<file path="config.mk">
export PLATFORM = sky130hd
export DESIGN_NAME = move_select_flat
export DESIGN_NICKNAME = d
export VERILOG_FILES = /design/src/rtl/move_select_if.sv /design/src/rtl/move_select.sv /design/src/flat_wrapper.sv
export SDC_FILE = /design/constraint.sdc
export NUM_CORES = 1
export LEC_CHECK = 0
export ABC_AREA = 0
export CAP_MARGIN = 20
export CORE_MARGIN = 2
export CORE_UTILIZATION = 30
export DETAILED_ROUTE_END_ITERATION = 10
export GPL_TIMING_DRIVEN = 0
export PLACE_DENSITY = 0.59
export SYNTH_ARGS = -nofsm -noshare
export SYNTH_HDL_FRONTEND = slang
export SYNTH_SLANG_ARGS = --single-unit
</file>
<file path="constraint.sdc">
create_clock -name clk -period 5.1 [get_ports clk]
set_input_delay 1.02 -clock clk [delete_from_list [all_inputs] [get_ports clk]]
set_output_delay 1.02 -clock clk [all_outputs]
set_load 0.01 [all_outputs]
</file>
<file path="src/rtl/move_select_if.sv">
// Bundle between the board/turn source, move_select and the game-state update block.
// Groups the button inputs, the committed game state and the evaluated candidate move.
interface move_select_if;
   logic        btn_next;
   logic        btn_prev;
   logic [17:0] curr_move;
   logic [2:0]  curr_state;
   logic [1:0]  curr_turn;
   logic [3:0]  cursor;
   logic        valid_move;
   logic [17:0] next_move;
   logic [2:0]  next_state;
   logic [1:0]  next_turn;
   logic [3:0]  count;
   logic [2:0]  temp_state;

   // There is no backpressure: valid_move qualifies the candidate bundle on every
   // cycle, and the update block samples the whole bundle on its own OK edge.
   modport master (
      output btn_next, btn_prev, curr_move, curr_state, curr_turn,
      input  cursor, valid_move, next_move, next_state, next_turn, count, temp_state
   );

   modport slave (
      input  btn_next, btn_prev, curr_move, curr_state, curr_turn,
      output cursor, valid_move, next_move, next_state, next_turn, count, temp_state
   );
endinterface

</file>
<file path="src/rtl/move_select.sv">
// Cursor, turn countdown and candidate-move evaluation feeding the game-state update block.
// Optional MOVE_SELECT_SKIP_OCCUPIED_EN: cursor buttons skip occupied cells.
module move_select #(
   parameter int CLK_PER_TICK = 50000000,
   parameter int TURN_TIME    = 9
) (
   input logic          clk,
   input logic          reset_n,
   move_select_if.slave bus
);
   localparam logic [2:0] ST_INIT = 3'd0;
   localparam logic [2:0] ST_PLAY = 3'd1;
   localparam logic [2:0] ST_AWIN = 3'd2;
   localparam logic [2:0] ST_BWIN = 3'd3;
   localparam logic [2:0] ST_DRAW = 3'd4;
   localparam logic [1:0] TURN_A  = 2'b01;
   localparam logic [1:0] TURN_B  = 2'b10;
   localparam logic [3:0] COUNT_RELOAD = 4'(TURN_TIME);
   localparam int         PW = (CLK_PER_TICK > 1) ? $clog2(CLK_PER_TICK) : 1;
   localparam logic [PW-1:0] PRESC_LAST = PW'(CLK_PER_TICK - 1);

   logic [1:0]    next_sync, prev_sync;
   logic          next_seen, prev_seen;
   logic          next_pulse, prev_pulse;
   logic [1:0]    turn_q;
   logic          turn_change, in_play;
   logic [8:0]    occ, cell_mask, mover_cells;
   logic [3:0]    cursor_q, cursor_nxt;
   logic [PW-1:0] presc_q;
   logic [3:0]    count_q;
   logic          turn_ok, legal;
   logic [17:0]   cand_move;
   logic [2:0]    cand_state;
   logic          valid_q;
   logic [17:0]   move_q;
   logic [2:0]    state_q, temp_q;
   logic [1:0]    nturn_q;

   function automatic logic has_line(input logic [8:0] c);
      has_line = (c[0] & c[1] & c[2]) | (c[3] & c[4] & c[5]) | (c[6] & c[7] & c[8]) |
                 (c[0] & c[3] & c[6]) | (c[1] & c[4] & c[7]) | (c[2] & c[5] & c[8]) |
                 (c[0] & c[4] & c[8]) | (c[2] & c[4] & c[6]);
   endfunction

`ifdef MOVE_SELECT_SKIP_OCCUPIED_EN
   // Walk up to 8 cells in the chosen direction; stay put when every other cell is taken.
   function automatic logic [3:0] seek_free(input logic [3:0] from, input logic [8:0] taken,
                                            input logic fwd);
      logic [3:0] pos;
      logic       found;
      pos       = from;
      found     = 1'b0;
      seek_free = from;
      for (int k = 0; k < 8; k++) begin
         if (fwd) pos = (pos == 4'd8) ? 4'd0 : pos + 4'd1;
         else     pos = (pos == 4'd0) ? 4'd8 : pos - 4'd1;
         if (!found && !taken[pos]) begin
            seek_free = pos;
            found     = 1'b1;
         end
      end
   endfunction

   function automatic logic [3:0] lowest_free(input logic [8:0] taken);
      lowest_free = 4'd0;
      for (int i = 8; i >= 0; i--)
         if (!taken[i]) lowest_free = 4'(i);
   endfunction
`endif

   assign next_pulse  = next_sync[1] & ~next_seen;
   assign prev_pulse  = prev_sync[1] & ~prev_seen;
   assign turn_change = (bus.curr_turn != turn_q);
   assign in_play     = (bus.curr_state == ST_PLAY);
   assign occ         = bus.curr_move[8:0] | bus.curr_move[17:9];
   assign cell_mask   = 9'b1 << cursor_q;

   always_ff @(posedge clk or negedge reset_n) begin
      if (!reset_n) begin
         next_sync <= 2'b00;
         prev_sync <= 2'b00;
         next_seen <= 1'b0;
         prev_seen <= 1'b0;
      end else begin
         next_sync <= {next_sync[0], bus.btn_next};
         prev_sync <= {prev_sync[0], bus.btn_prev};
         next_seen <= next_sync[1];
         prev_seen <= prev_sync[1];
      end
   end

   // A turn change outranks any button pulse landing in the same cycle.
   always_comb begin
      cursor_nxt = cursor_q;
      if (!in_play) cursor_nxt = 4'd0;
`ifdef MOVE_SELECT_SKIP_OCCUPIED_EN
      else if (turn_change) cursor_nxt = lowest_free(occ);
      else if (next_pulse && !prev_pulse) cursor_nxt = seek_free(cursor_q, occ, 1'b1);
      else if (prev_pulse && !next_pulse) cursor_nxt = seek_free(cursor_q, occ, 1'b0);
`else
      else if (turn_change) cursor_nxt = 4'd0;
      else if (next_pulse && !prev_pulse) cursor_nxt = (cursor_q == 4'd8) ? 4'd0 : cursor_q + 4'd1;
      else if (prev_pulse && !next_pulse) cursor_nxt = (cursor_q == 4'd0) ? 4'd8 : cursor_q - 4'd1;
`endif
   end

   always_comb begin
      cand_move   = bus.curr_move;
      mover_cells = 9'd0;
      turn_ok     = 1'b0;
      case (bus.curr_turn)
         TURN_A: begin
            cand_move[8:0] = bus.curr_move[8:0] | cell_mask;
            mover_cells    = bus.curr_move[8:0] | cell_mask;
            turn_ok        = 1'b1;
         end
         TURN_B: begin
            cand_move[17:9] = bus.curr_move[17:9] | cell_mask;
            mover_cells     = bus.curr_move[17:9] | cell_mask;
            turn_ok         = 1'b1;
         end
         default: ;
      endcase
      legal      = in_play && ((occ & cell_mask) == 9'd0) && (count_q != 4'd0) && turn_ok;
      cand_state = bus.curr_state;
      // A completed line wins even when the same move fills the board.
      if (legal) begin
         if (has_line(mover_cells))
            cand_state = (bus.curr_turn == TURN_A) ? ST_AWIN : ST_BWIN;
         else if (&(cand_move[8:0] | cand_move[17:9]))
            cand_state = ST_DRAW;
         else
            cand_state = ST_PLAY;
      end
   end

   always_ff @(posedge clk or negedge reset_n) begin
      if (!reset_n) begin
         cursor_q <= 4'd0;
         turn_q   <= TURN_A;
         valid_q  <= 1'b0;
         move_q   <= 18'd0;
         state_q  <= ST_INIT;
         nturn_q  <= TURN_A;
         temp_q   <= ST_INIT;
      end else begin
         cursor_q <= cursor_nxt;
         turn_q   <= bus.curr_turn;
         valid_q  <= legal;
         move_q   <= cand_move;
         state_q  <= cand_state;
         nturn_q  <= bus.curr_turn;
         temp_q   <= bus.curr_state;
      end
   end

   // Countdown holds at zero; the update block is the one that acts on the timeout.
   always_ff @(posedge clk or negedge reset_n) begin
      if (!reset_n) begin
         presc_q <= '0;
         count_q <= COUNT_RELOAD;
      end else if (!in_play || turn_change) begin
         presc_q <= '0;
         count_q <= COUNT_RELOAD;
      end else if (presc_q == PRESC_LAST) begin
         presc_q <= '0;
         if (count_q != 4'd0) count_q <= count_q - 4'd1;
      end else begin
         presc_q <= presc_q + 1'b1;
      end
   end

   assign bus.cursor     = cursor_q;
   assign bus.valid_move = valid_q;
   assign bus.next_move  = move_q;
   assign bus.next_state = state_q;
   assign bus.next_turn  = nturn_q;
   assign bus.count      = count_q;
   assign bus.temp_state = temp_q;
endmodule

</file>
<file path="src/flat_wrapper.sv">
// flat-port wrapper written by rule: the top's interface ports become plain ports
module move_select_flat 
#(
   parameter int CLK_PER_TICK = 50000000,
   parameter int TURN_TIME    = 9
)
  (clk, reset_n, bus_btn_next, bus_btn_prev, bus_curr_move, bus_curr_state, bus_curr_turn, bus_cursor, bus_valid_move, bus_next_move, bus_next_state, bus_next_turn, bus_count, bus_temp_state);
  move_select_if bus_i ();
  input logic clk;
  input logic reset_n;
  input wire logic [$bits(bus_i.btn_next)-1:0] bus_btn_next;
  input wire logic [$bits(bus_i.btn_prev)-1:0] bus_btn_prev;
  input wire logic [$bits(bus_i.curr_move)-1:0] bus_curr_move;
  input wire logic [$bits(bus_i.curr_state)-1:0] bus_curr_state;
  input wire logic [$bits(bus_i.curr_turn)-1:0] bus_curr_turn;
  output wire logic [$bits(bus_i.cursor)-1:0] bus_cursor;
  output wire logic [$bits(bus_i.valid_move)-1:0] bus_valid_move;
  output wire logic [$bits(bus_i.next_move)-1:0] bus_next_move;
  output wire logic [$bits(bus_i.next_state)-1:0] bus_next_state;
  output wire logic [$bits(bus_i.next_turn)-1:0] bus_next_turn;
  output wire logic [$bits(bus_i.count)-1:0] bus_count;
  output wire logic [$bits(bus_i.temp_state)-1:0] bus_temp_state;
  assign bus_i.btn_next = bus_btn_next;
  assign bus_i.btn_prev = bus_btn_prev;
  assign bus_i.curr_move = bus_curr_move;
  assign bus_i.curr_state = bus_curr_state;
  assign bus_i.curr_turn = bus_curr_turn;
  assign bus_cursor = bus_i.cursor;
  assign bus_valid_move = bus_i.valid_move;
  assign bus_next_move = bus_i.next_move;
  assign bus_next_state = bus_i.next_state;
  assign bus_next_turn = bus_i.next_turn;
  assign bus_count = bus_i.count;
  assign bus_temp_state = bus_i.temp_state;
  move_select #(.CLK_PER_TICK(CLK_PER_TICK), .TURN_TIME(TURN_TIME)) u_core (.clk(clk), .reset_n(reset_n), .bus(bus_i));
endmodule
</file>
* Yosys cells after proc, flatten, opt, wreduce, memory -nomap -nowiden *
Index checks and enable logic that the tools add are counted.

word-level totals
  output and inout bits = 35
  bits in registers = 67
  word-level logic and storage cells = 92

cells by class
  shift operators = 1
  bitwise gates (word level) = 32
  reduce and logical (&&, ||, !) cells = 17
  add/sub/neg operators = 4
  eq/ne operators = 7
  multiplexer cells = 19

operator list
  operator                 count
  $mux W26                 2
  $mux W4                  9
  $or A9 B9 Y9             4
  $add A26 B1 Y26 const B  1
  $eq A26 B26 Y1 const B   1
  $and A1 B1 Y1            18
  $mux W9                  2
  $pmux W9 S2              1
  $and A9 B9 Y9            1
  $logic_not A9 Y1         1
  $mux W3                  3
  $reduce_and A9 Y1        1
  $shl A1 B4 Y9 const A    1
  $sub A4 B1 Y4 const B    2
  $or A1 B1 Y1             7
  $logic_and A1 B1 Y1      5
  $add A4 B1 Y4 const B    1
  $eq A4 B4 Y1 const B     1
  $logic_not A4 Y1         1
  $ne A4 B3 Y1 const B     1
  $reduce_bool A2 Y1       2
  $reduce_bool A4 Y1       1
  $eq A3 B1 Y1 const B     1
  $logic_not A1 Y1         3
  8 further kinds          10

* Depth between registers and ports, before layout *
  word-level depth = 14
  mapped depth = 10

* Least setup slack after synthesis *
Ideal clock, no wire load.

  path kind = reg-to-reg
  from = register u_core.cursor_q[2], in the netlist u_core.bus.cursor[2]
  to = register u_core.state_q[0], in the netlist u_core.bus.next_state[0]
  arrival = 2.598 ns
  data required time = 4.963 ns
  path buffers = 2
  slack = 2.365 ns
  stages on the path, launching flop included = 11
  period minus slack after synthesis = 2.735 ns
  setup time = 0.137 ns
  path through = dfrtp_1 clkbuf_1 buf_1 inv_1 ha_1 nor2b_1 a221o_1 nor4_1 nand2_1 nor4_1 a211oi_1

on the way
  longest elaborated chain between the ends = 14
  elaborated cells between the ends (all ways) = 39

RTL lines
  what                             RTL line            text
  start: declaration               move_select.sv:28   logic [3:0] cursor_q, cursor_nxt;
  start signal: assignment         move_select.sv:147  cursor_q <= cursor_nxt;
  $shl A1 B4 Y9 (*)                move_select.sv:76   assign cell_mask = 9'b1 << cursor_q;
  $or A9 B9 Y9 (on tied branches)  -
  $pmux W9 S2                      move_select.sv:111  case (bus.curr_turn)
  $and A1 B1 Y1 (2 in a row)       move_select.sv:40   has_line = (c[0] & c[1] & c[2]) | (c[3] & c[4] & c[5]) | (c[6] & c[7] & c[8]) |
  $or A1 B1 Y1 (3 in a row)        move_select.sv:40
  $or A1 B1 Y1 (3 in a row)        move_select.sv:41   (c[0] & c[3] & c[6]) | (c[1] & c[4] & c[7]) | (c[2] & c[5] & c[8]) |
  $or A1 B1 Y1                     move_select.sv:42   (c[0] & c[4] & c[8]) | (c[2] & c[4] & c[6]);
  $mux W3                          move_select.sv:128  if (has_line(mover_cells))
  $mux W3 (*)                      move_select.sv:127  if (legal) begin
  net u_core.cand_state[0]         move_select.sv:33   logic [2:0] cand_state;
  end signal: assignment           move_select.sv:151  state_q <= cand_state;
  end: declaration                 move_select.sv:36   logic [2:0] state_q, temp_q;

Mark *: on every way through the listed nets, which the timed path passes. The rest lies on a longest branch.
A chain may end at the register's enable or synchronous reset.

* Worst setup path after layout *
Same ends and word-level chain as after synthesis.

==> impl_results.md <==
- TritonRoute pass-1 iters: 4
- Post-route clock skew: 0.00595 ns
- Largest vdd supply drop: 0.103 mV
- Half-perimeter wire length after placement: 6150 um
- Routed len/inst: 14.6 um
- Core Rows: 39
- Normalized max-slew margin: 44.4%
- Static power due to leakage: 0.00188 uW
- Maximum number of pins on one net before global-route repair: 68
- Layout filler cell count: 1147
- Maximum number of buffers from clock root to sink: 2
- Delay of the slowest critical-path stage: 0.61 ns
- Total of cells resized after clock tree synthesis: 0
- Shortest period the worst path allows: 3.67 ns
- Number of buffers inserted by hold repair at cts: 0
- Total global-route track usage: 13.9%
- Tightest Hold Check Type: reg -> reg
- Final cycle utilization of the critical path: 71.9%
- Wire length of the first global-routing pass: 14200 um
- Number of antenna violations at the first check in global routing: 0
- Sequential share of the synthesized area: 47.8%
- Setup tns final: 0 ns
- Final design utilization: 40.3%
- Net Count, Synth: 395
- Number of maximum-capacitance violations: 0
- IO Pins: 62
- Setup CP Type: reg -> reg
- Total count of max-transition violations in the final report: 0
- Maximum clock rate: 273 MHz
- Initial DRC count: 188
- Floorplan die area: 12600 um^2
- Antenna diodes: 0
- Average cell area after synthesis: 9.89 um^2
- Synth Cell Area: 3510 um^2
- CTS tree: built
- Setup fix buffers added after clock tree synthesis: 0
- Most common cell after layout, fill and taps aside: dfrtp_1
- Count of synthesis-stage warnings from yosys: 0
- Clock latency on the worst-skew pair: 0.33 ns
- Critical path's slowest cell: nor4_1
- Clock transition at the register clock pins on the worst setup and hold paths after CTS: 0.05 ns
- GR Overflow Total: 0
- Cell Chain, Critical Path: clkbuf_1 -> buf_1 -> inv_1 -> ha_1 -> nor2b_1 -> a221o_1 -> nor4_1 -> nand2_1 -> nor4_1 -> a211oi_1
- Clk sinks: 67
- Sort of element at the end of the critical path: register
- ANT nets after route: 0
- Buffer type at the clock tree root: clkbuf_16
- Starting density of the core: 30.8%
- Sum of routed wire length over all layers: 8390 um
- Measured slew at the worst slew-check pin: 0.834 ns
- Share of cells above drive strength 1: 8.56%
- EDFF count, synth: 0
- Number of register bits inferred by synthesis: 67
- Net count reported at finish: 467
- Fin. Hold Viols: 0
- Placer's final routability congestion estimate: 0.932
- Count of distinct cell types in the synthesized netlist: 55
- Vias: 2857
- Number of buffers added by the clock tree synthesis step: 9
- Via density per instance: 4.97
- Setup repair after global routing missed its margin: false
- Height of the die: 112 um
- Core Area: 11400 um^2
- Layout overhead on the synthesized area: 31.1%
- Commonest non-fill, non-tap cells in the layout: dfrtp_1, clkdlybuf4s50_1, nor2_1, xnor2_1
- Pwr per Cell Area: 282 nW/um^2
- Number of global-route vias before repair: 2869
- Crit path top cell by count: nor4_1
- Arrival time at the worst endpoint: 3.84 ns
- Outcome: complete, no violations
- Total DRC errors in the routed layout: 0
- Max H-tree Level: 3
- Proportion of register bits with asynchronous set or reset after synthesis: 100%
- Critical-path maximum fanout: 10
- Port bufs: 61
- Die boundary width: 112 um
- Critical path launch point type: register
- Instance count of the mapped netlist: 355
- Endpoints failing setup: 0
- CP required: 5.27 ns
- Most used flip-flop cell after synthesis: dfrtp_1
## cells in the mapped netlist (3+ instances only)
| library cell | count | area share, % |
|---|---|---|
| nor4_1 | 4 | 0.71 |
| a21o_1 | 14 | 3.0 |
| nand4_1 | 6 | 1.1 |
| nor3b_1 | 4 | 0.86 |
| nor2_1 | 45 | 4.8 |
| nor2b_1 | 5 | 0.89 |
| nand3_1 | 9 | 1.3 |
| clkbuf_1 | 11 | 1.2 |
| o21ai_0 | 17 | 2.4 |
| dfstp_2 | 3 | 2.2 |
| nand2b_1 | 4 | 0.71 |
| dfrtp_1 | 64 | 46 |
| nor3_1 | 7 | 1.0 |
| nand2_1 | 17 | 1.8 |
| o31ai_1 | 3 | 0.64 |
| a22oi_1 | 7 | 1.5 |
| or2_2 | 6 | 1.1 |
| and3_1 | 5 | 0.89 |
| or3_1 | 4 | 0.71 |
| inv_1 | 14 | 1.5 |
| nand3b_1 | 4 | 0.86 |
| ha_1 | 13 | 4.6 |
| o22ai_1 | 3 | 0.53 |
| o21bai_1 | 3 | 0.64 |
| a211o_1 | 3 | 0.75 |
| a21boi_0 | 4 | 0.86 |
| a211oi_1 | 5 | 1.1 |
| a21oi_1 | 11 | 1.6 |
| xor2_1 | 9 | 2.2 |
| xnor2_1 | 18 | 4.5 |
## critical path: cells and delay by family (launching register included)
kind	cells	cell delay, ns
compound gates	2	0.53
buf+inv	3	0.88
fa+ha+maj	1	0.23
simple gates	4	1.51
flops	1	0.36
## worst paths after layout
path | start | end | slack (ns) | depth (start not counted)
max | u_core.bus.cursor[2] | u_core.bus.next_state[0] | 1.43 | 10
min | u_core.prev_sync[0] | u_core.prev_sync[1] | 0.35 | 0
max reg2reg | u_core.bus.cursor[2] | u_core.bus.next_state[0] | 1.43 | 10
min reg2reg | u_core.prev_sync[0] | u_core.prev_sync[1] | 0.35 | 0
max in group asynchronous | reset_n | u_core.next_sync[0] | 3.76 | 1
min in group asynchronous | reset_n | u_core.bus.temp_state[2] | 0.81 | 1
## cells by family (layout without fill, tap and decap cells)
kind of cell,Yosys count,after routing,synth area share (%)
compound gates,78,78,14.8
fa+ha+maj,13,13,4.63
buf+inv,30,107,3.56
xor+xnor,27,27,6.73
simple gates,140,140,22.4
flops,67,67,47.8
## layout make-up
type                    count  area (um^2)  share of cell area [%]
plain buffers              16         72.6                    1.58
clock buffers              12          256                    5.57
well taps                 143          179                    3.88
inverters                  14         52.6                    1.14
flip-flops and latches     67         1680                    36.5
clock inverters             4         50.0                    1.09
repair buffers             61          608                    13.2
multi-input cells         258         1710                    37.1
## per-layer routing
| layer | global-route usage [%] | share of wire [%] | routed length (um) |
|---|---|---|---|
| met1 | 18.7 | 48 | 4020 |
| met5 | 0 | 0 | 0 |
| met4 | 5.37 | 1.7 | 145 |
| met3 | 3.67 | 4.9 | 413 |
| met2 | 21.5 | 45 | 3810 |
## through the flow
step	area (um^2)	total power [uW]	hold slack, ns	std cells	worst slack (ns)
after floorplan	3510	611	0.331	355	2.36
after global placement	4300	682	0.331	559	0.748
after detailed placement	4300	683	0.336	559	1.18
after CTS	4610	1320	0.348	575	1.51
after global routing	4610	1360	0.359	575	1.17
final	4610	1300	0.346	575	1.43
## power by group
part           internal [uW]  switching, uW  leakage (uW)
Clock                    404            220      0.000145
Sequential               546           4.34      0.000852
Combinational           60.4           62.2      0.000887
Total                   1010            286       0.00188
## sequential cells by signal, summed over array words and instances (netlist names)
| name | flops |
|---|---|
| u_core.presc_q | 26 |
| u_core.bus.next_move | 18 |
| u_core.bus.count | 4 |
| u_core.bus.cursor | 4 |
| u_core.bus.next_state | 3 |
| u_core.bus.temp_state | 3 |
| u_core.next_sync | 2 |
| u_core.prev_sync | 2 |
| u_core.turn_q | 2 |
| u_core.bus.valid_move | 1 |
| u_core.next_seen | 1 |
| u_core.prev_seen | 1 |
Power figures use the tool's default switching activity.
